**src/rtl/snn_pkg.sv**
```systemverilog
// Shared SNN definitions: image geometry and pixel loader state encoding.
// Contents: NUM_PIXELS_DEFAULT, PIX_ADDR_W, BYTES_PER_IMG, loader_state_t.
// Used by pixel_loader and any consumer addressing the pixel RAM.
package snn_pkg;

  localparam int NUM_PIXELS_DEFAULT = 784;
  localparam int PIX_ADDR_W         = 10;
  localparam int BYTES_PER_IMG      = 98;

  typedef enum logic [1:0] {
    LOAD   = 2'd0,
    UNPACK = 2'd1,
    FULL   = 2'd2
  } loader_state_t;

endpackage

```
**src/rtl/pixel_loader.sv**
```systemverilog
// Pixel loader: unpacks UART bytes LSB-first into a 1-bit pixel RAM and flags a full image.
// Latency: first RAM write 1 cycle after rx_rdy, 8 writes per byte; img_valid the cycle after the last write.
// Backpressure: none on the UART side; a byte arriving during UNPACK or FULL is dropped and sets sticky overrun.
//
// Ports: clk, rst (sync, active-high); rx_rdy/rx_data from UART; ram_we/ram_addr/ram_wdata to pixel RAM;
//        img_valid/img_done handshake with the SNN core; overrun sticky drop flag.
// Optional: define PIXEL_LOADER_TIMEOUT_EN to add an inter-byte watchdog that discards a stalled partial image.
module pixel_loader
  import snn_pkg::*;
#(
  parameter int NUM_PIXELS     = NUM_PIXELS_DEFAULT,
  parameter int TIMEOUT_CYCLES = 130200
) (
  input  logic                  clk,
  input  logic                  rst,
  input  logic                  rx_rdy,
  input  logic [7:0]            rx_data,
  output logic                  ram_we,
  output logic [PIX_ADDR_W-1:0] ram_addr,
  output logic                  ram_wdata,
  output logic                  img_valid,
  input  logic                  img_done,
  output logic                  overrun
);

  localparam int          NUM_BYTES = NUM_PIXELS / 8;
  localparam logic [6:0]  LAST_CNT  = 7'(NUM_BYTES);

  // Elaboration-time guard on the parameters.
  if (NUM_PIXELS % 8 != 0 || NUM_BYTES > 127 || TIMEOUT_CYCLES < 1) begin : g_bad_param
    $error("pixel_loader: NUM_PIXELS must be a multiple of 8 (<=1016), TIMEOUT_CYCLES >= 1");
  end

  loader_state_t state, state_nxt;
  logic [7:0]    byte_q, byte_nxt;
  logic [6:0]    byte_cnt, byte_cnt_nxt;
  logic [2:0]    bit_cnt, bit_cnt_nxt;
  logic          overrun_nxt;
  logic          wd_fire;

`ifdef PIXEL_LOADER_TIMEOUT_EN
  // Watchdog runs only while a partial image is waiting for its next byte.
  logic [31:0] wd_cnt, wd_cnt_nxt;

  always_comb begin
    wd_cnt_nxt = '0;
    wd_fire    = 1'b0;
    if (state == LOAD && byte_cnt != 7'd0 && !rx_rdy) begin
      if (wd_cnt == 32'(TIMEOUT_CYCLES - 1)) wd_fire = 1'b1;
      else                                   wd_cnt_nxt = wd_cnt + 32'd1;
    end
  end

  always_ff @(posedge clk) begin
    if (rst) wd_cnt <= '0;
    else     wd_cnt <= wd_cnt_nxt;
  end
`else
  assign wd_fire = 1'b0;
`endif

  always_comb begin
    state_nxt    = state;
    byte_nxt     = byte_q;
    byte_cnt_nxt = byte_cnt;
    bit_cnt_nxt  = bit_cnt;
    overrun_nxt  = overrun;
    case (state)
      LOAD: begin
        if (rx_rdy) begin
          byte_nxt    = rx_data;
          bit_cnt_nxt = 3'd0;
          state_nxt   = UNPACK;
        end else if (wd_fire) begin
          byte_cnt_nxt = 7'd0;
        end
      end
      UNPACK: begin
        if (rx_rdy) overrun_nxt = 1'b1;
        if (bit_cnt == 3'd7) begin
          bit_cnt_nxt  = 3'd0;
          byte_cnt_nxt = byte_cnt + 7'd1;
          state_nxt    = (byte_cnt + 7'd1 == LAST_CNT) ? FULL : LOAD;
        end else begin
          bit_cnt_nxt = bit_cnt + 3'd1;
        end
      end
      FULL: begin
        if (rx_rdy) overrun_nxt = 1'b1;
        if (img_done) begin
          byte_cnt_nxt = 7'd0;
          state_nxt    = LOAD;
        end
      end
      default: state_nxt = LOAD;
    endcase
  end

  // Outputs are registered from the next-state values so each UNPACK cycle
  // presents its own write, and the address holds between bursts.
  always_ff @(posedge clk) begin
    if (rst) begin
      state     <= LOAD;
      byte_q    <= 8'd0;
      byte_cnt  <= 7'd0;
      bit_cnt   <= 3'd0;
      overrun   <= 1'b0;
      ram_we    <= 1'b0;
      ram_addr  <= '0;
      ram_wdata <= 1'b0;
      img_valid <= 1'b0;
    end else begin
      state     <= state_nxt;
      byte_q    <= byte_nxt;
      byte_cnt  <= byte_cnt_nxt;
      bit_cnt   <= bit_cnt_nxt;
      overrun   <= overrun_nxt;
      ram_we    <= (state_nxt == UNPACK);
      img_valid <= (state_nxt == FULL);
      if (state_nxt == UNPACK) begin
        ram_addr  <= {byte_cnt_nxt, bit_cnt_nxt};
        ram_wdata <= byte_nxt[bit_cnt_nxt];
      end
    end
  end

endmodule
```
**config.mk**
```make
export PLATFORM = sky130hd
export DESIGN_NAME = pixel_loader
export DESIGN_NICKNAME = d
export VERILOG_FILES = /design/src/rtl/snn_pkg.sv /design/src/rtl/pixel_loader.sv
export SDC_FILE = /design/constraint.sdc
export NUM_CORES = 1
export LEC_CHECK = 0
export CAP_MARGIN = 20
export CELL_PAD_IN_SITES_DETAIL_PLACEMENT = 0
export CELL_PAD_IN_SITES_GLOBAL_PLACEMENT = 1
export CORE_MARGIN = 2
export CORE_UTILIZATION = 40
export DETAILED_ROUTE_END_ITERATION = 8
export GPL_ROUTABILITY_DRIVEN = 0
export PLACE_DENSITY = 0.76
export SLEW_MARGIN = 20
export SYNTH_ARGS = -nofsm -noshare
export SYNTH_HDL_FRONTEND = slang
export SYNTH_SLANG_ARGS = --single-unit
```
**constraint.sdc**
```tcl
create_clock -name clk -period 2.7 [get_ports clk]
set_input_delay 0.54 -clock clk [delete_from_list [all_inputs] [get_ports clk]]
set_output_delay 0.54 -clock clk [all_outputs]
set_load 0.01 [all_outputs]
```
==> out/qor.txt <==
N_diodes: 0
Static Leakage: 0.795 nW
RR Startpoint: bit_cnt[0]$_SDFF_PP0_
Die area: 4730 um^2
Syn avg cell area: 9.16 um^2
Setup WS post-layout: 0.241 ns
Sw power: 0.300 mW
Antenna viol nets, final: 0
RSZ-0062 raised after global routing: no
EDFF count, synth: 0
First-pass GRT wire length: 6260 um
Initial Util: 41.6%
Mapped Cells: 183
Setup Fix Bufs, Post-CTS: 0
Hold Path Depth: 2
VDD IR-drop max: 0.302 mV
Max Freq: 407 MHz
Design area: 2080 um^2
Final Net Count: 233
Busiest layer in global routing: met2
Met3 Resource Use GR: 5.68%
TritonCTS Buffers: 5
Logic gate share of total power: 16.2%
Synth cell types: 45
Hold Buf Count CTS: 0
CTS root buffer: clkbuf_8
Vias in the first global route: 1,313
Period utilization: 91.1%
Yosys warns: 0
Met1 Use GR: 24.3%
Residual DRC: 0
Hold Startpoint: byte_q[3]$_SDFF_PP0_
TritonCTS clock tree: built
Critical Path RT: 2.90 ns
Core area: 4030 um^2
Avg Vias per Cell: 5.26
Post-DP HPWL: 2820 um
CP Class: reg2reg
Layout area overhead: 24.3%
DP Area: 1990 um^2
PD cells: 531 nW/um^2
Hold endpoint: byte_q[3]$_SDFF_PP0_
Max cap viols: 0
Register area share after synthesis: 40.6%
Slew headroom: 63.5%
Asr flop ratio synth: 0%
Minimum clock period: 2.46 ns
Worst-margin pin slew: 0.546 ns
Row count: 23
Skew final: 0.00207 ns
TNS Setup: 0 ns
# setup viols final: 0
I/O pins: 26
Flop2flop setup slack: 0.24 ns
Register share of total power: 48.2%
Gr usage total: 17.9%
Drt pass-1 iters: 4
Hold Crit Class: reg2reg
DR WL/cell: 14.1 um
Initial DRC count: 82
Worst slack, placed: 0.208 ns
Critical Path End Type: register
Die Span X: 68.7 um
Largest net degree at the start of global routing: 17
Final hold violations: 0
Layout cells sized above 1: 9.81%
Initial antenna violation count: 0
Internal power: 0.807 mW
Outcome: finished, final reports clean
DIE HEIGHT: 68.7 um
Worst Path Max Fanout: 6
Bufs on Longest Clock Path: 2
Mapped Nets: 203
Reg2Reg Depth: 9
Worst r2r dst: ram_wdata$_SDFFE_PP0N_
H-tree Lvls: 2
Mapped cell area: 1680 um^2
Clk Latency, worst-skew pair: 0.28 ns
WL final: 3730 um
Yosys reg bits: 34
GR Layer Usage met2: 27.4%
Switching fraction of total power: 27.1%
Most common cell after layout, fill and taps aside: dfxtp_1
Overflow after GRT: 0
Commonest non-fill, non-tap cells in the layout: 34 x dfxtp_1, 25 x clkdlybuf4s50_1, 20 x nand2_1, 16 x nor2_1, 15 x a21oi_1
Final Max Tran Viols: 0
Port Buffer Count: 25
Clock Sinks: 34
Resize count post-CTS: 0
Crit path arrival time: 2.66 ns
Via count: 1,389
Util after Layout: 51.7%
Share of total power in the clock network: 35.6%
Main flop type after synthesis: dfxtp_1
Worst setup SP type: register
CTS clock-pin slew for the worst setup and hold paths: 0.07 ns
## synth_stat cells, types with 2 or more instances
library cell / count / share of area, %
o21ai_0: 3 / 0.90
mux2i_1: 8 / 4.8
nand3_1: 6 / 1.8
dfxtp_1: 34 / 41
a22oi_1: 3 / 1.3
xnor2_1: 2 / 1.0
a21oi_1: 15 / 4.5
a2111oi_0: 2 / 1.0
inv_1: 5 / 1.1
nor2b_1: 7 / 2.6
o21a_1: 2 / 0.90
clkbuf_1: 5 / 1.1
nand2_1: 20 / 4.5
mux2_1: 3 / 2.0
nor3_1: 6 / 1.8
o31ai_1: 3 / 1.3
a22o_1: 2 / 1.0
a31o_1: 2 / 1.0
and2_1: 4 / 1.5
a221oi_1: 4 / 2.1
nor2_1: 16 / 3.6
ha_1: 8 / 6.0
## logic make-up (layout without fill, tap and decap cells)
group	after synthesis	count (layout)	share of synthesized area [%]
simple gates	68	68	21.0
compound gates	47	47	20.7
flops	34	34	40.6
buf+inv	12	43	3.36
mux	11	11	6.79
fa+ha+maj	8	8	5.97
xor+xnor	3	3	1.57
## how the worst max path moves through the flow
stage	end	startpoint	slack, ns	cells after the start
finish	ram_wdata$_SDFFE_PP0N_	bit_cnt[0]$_SDFF_PP0_	0.24	9
global route	ram_wdata$_SDFFE_PP0N_	bit_cnt[0]$_SDFF_PP0_	0.008	9
CTS	ram_wdata$_SDFFE_PP0N_	bit_cnt[0]$_SDFF_PP0_	0.23	9
detailed placement	ram_wdata$_SDFFE_PP0N_	rx_rdy	0.21	7
global placement	ram_wdata$_SDFFE_PP0N_	rx_rdy	0.28	7
floorplan	ram_addr[0]$_SDFFE_PP0N_	bit_cnt[0]$_SDFF_PP0_	0.51	8
## layer usage
layer  share of wire [%]  vias to the layer above
met2                  45                       28
met1                  50                      642
met3                 4.5                        4
li1                    -                      715
met5                   0                        -
met4                0.83                        0
## sequential cells by signal, indices dropped and copies added (netlist names)
name / count
state: 2
ram_we: 1
bit_cnt: 3
byte_cnt: 7
ram_addr: 10
img_valid: 1
overrun: 1
byte_q: 8
ram_wdata: 1
## power groups by stage
stage	Sequential, mW	Combinational, mW	Clock (mW)
6_report	0.533	0.179	0.394
5_1_grt	0.536	0.199	0.426
4_1_cts	0.533	0.180	0.405
3_5_place_dp	0.545	0.180	0
3_3_place_gp	0.545	0.176	0
2_1_floorplan	0.544	0.121	0
## area by class of cell
cell class | instances | area, um^2
inverters | 5 | 18.8
repair buffers | 30 | 288
well taps | 50 | 62.6
fillers | 385 | 1940
clock buffers | 6 | 82.6
flip-flops and latches | 34 | 681
multi-input cells | 137 | 940
clock inverters | 2 | 12.5
## worst max-delay path, cell delays in order, from the launching register on
cell and delay, ns:
dfxtp_1 0.37, ha_1 0.23, ha_1 0.20, buf_4 0.16, nor3b_4 0.39, a21o_4 0.17
a221oi_1 0.08, a2111oi_0 0.45, a31oi_1 0.11, a221oi_2 0.22
## stage by stage
stage | hold slack, ns | total power [mW] | std cells
floorplan | 0.436 | 0.666 | 183
finish | 0.459 | 1.11 | 264
global placement | 0.454 | 0.721 | 256
CTS | 0.461 | 1.12 | 264
global route | 0.484 | 1.16 | 264
detailed placement | 0.451 | 0.724 | 256
No activity file was read; power rests on OpenSTA's default activity.
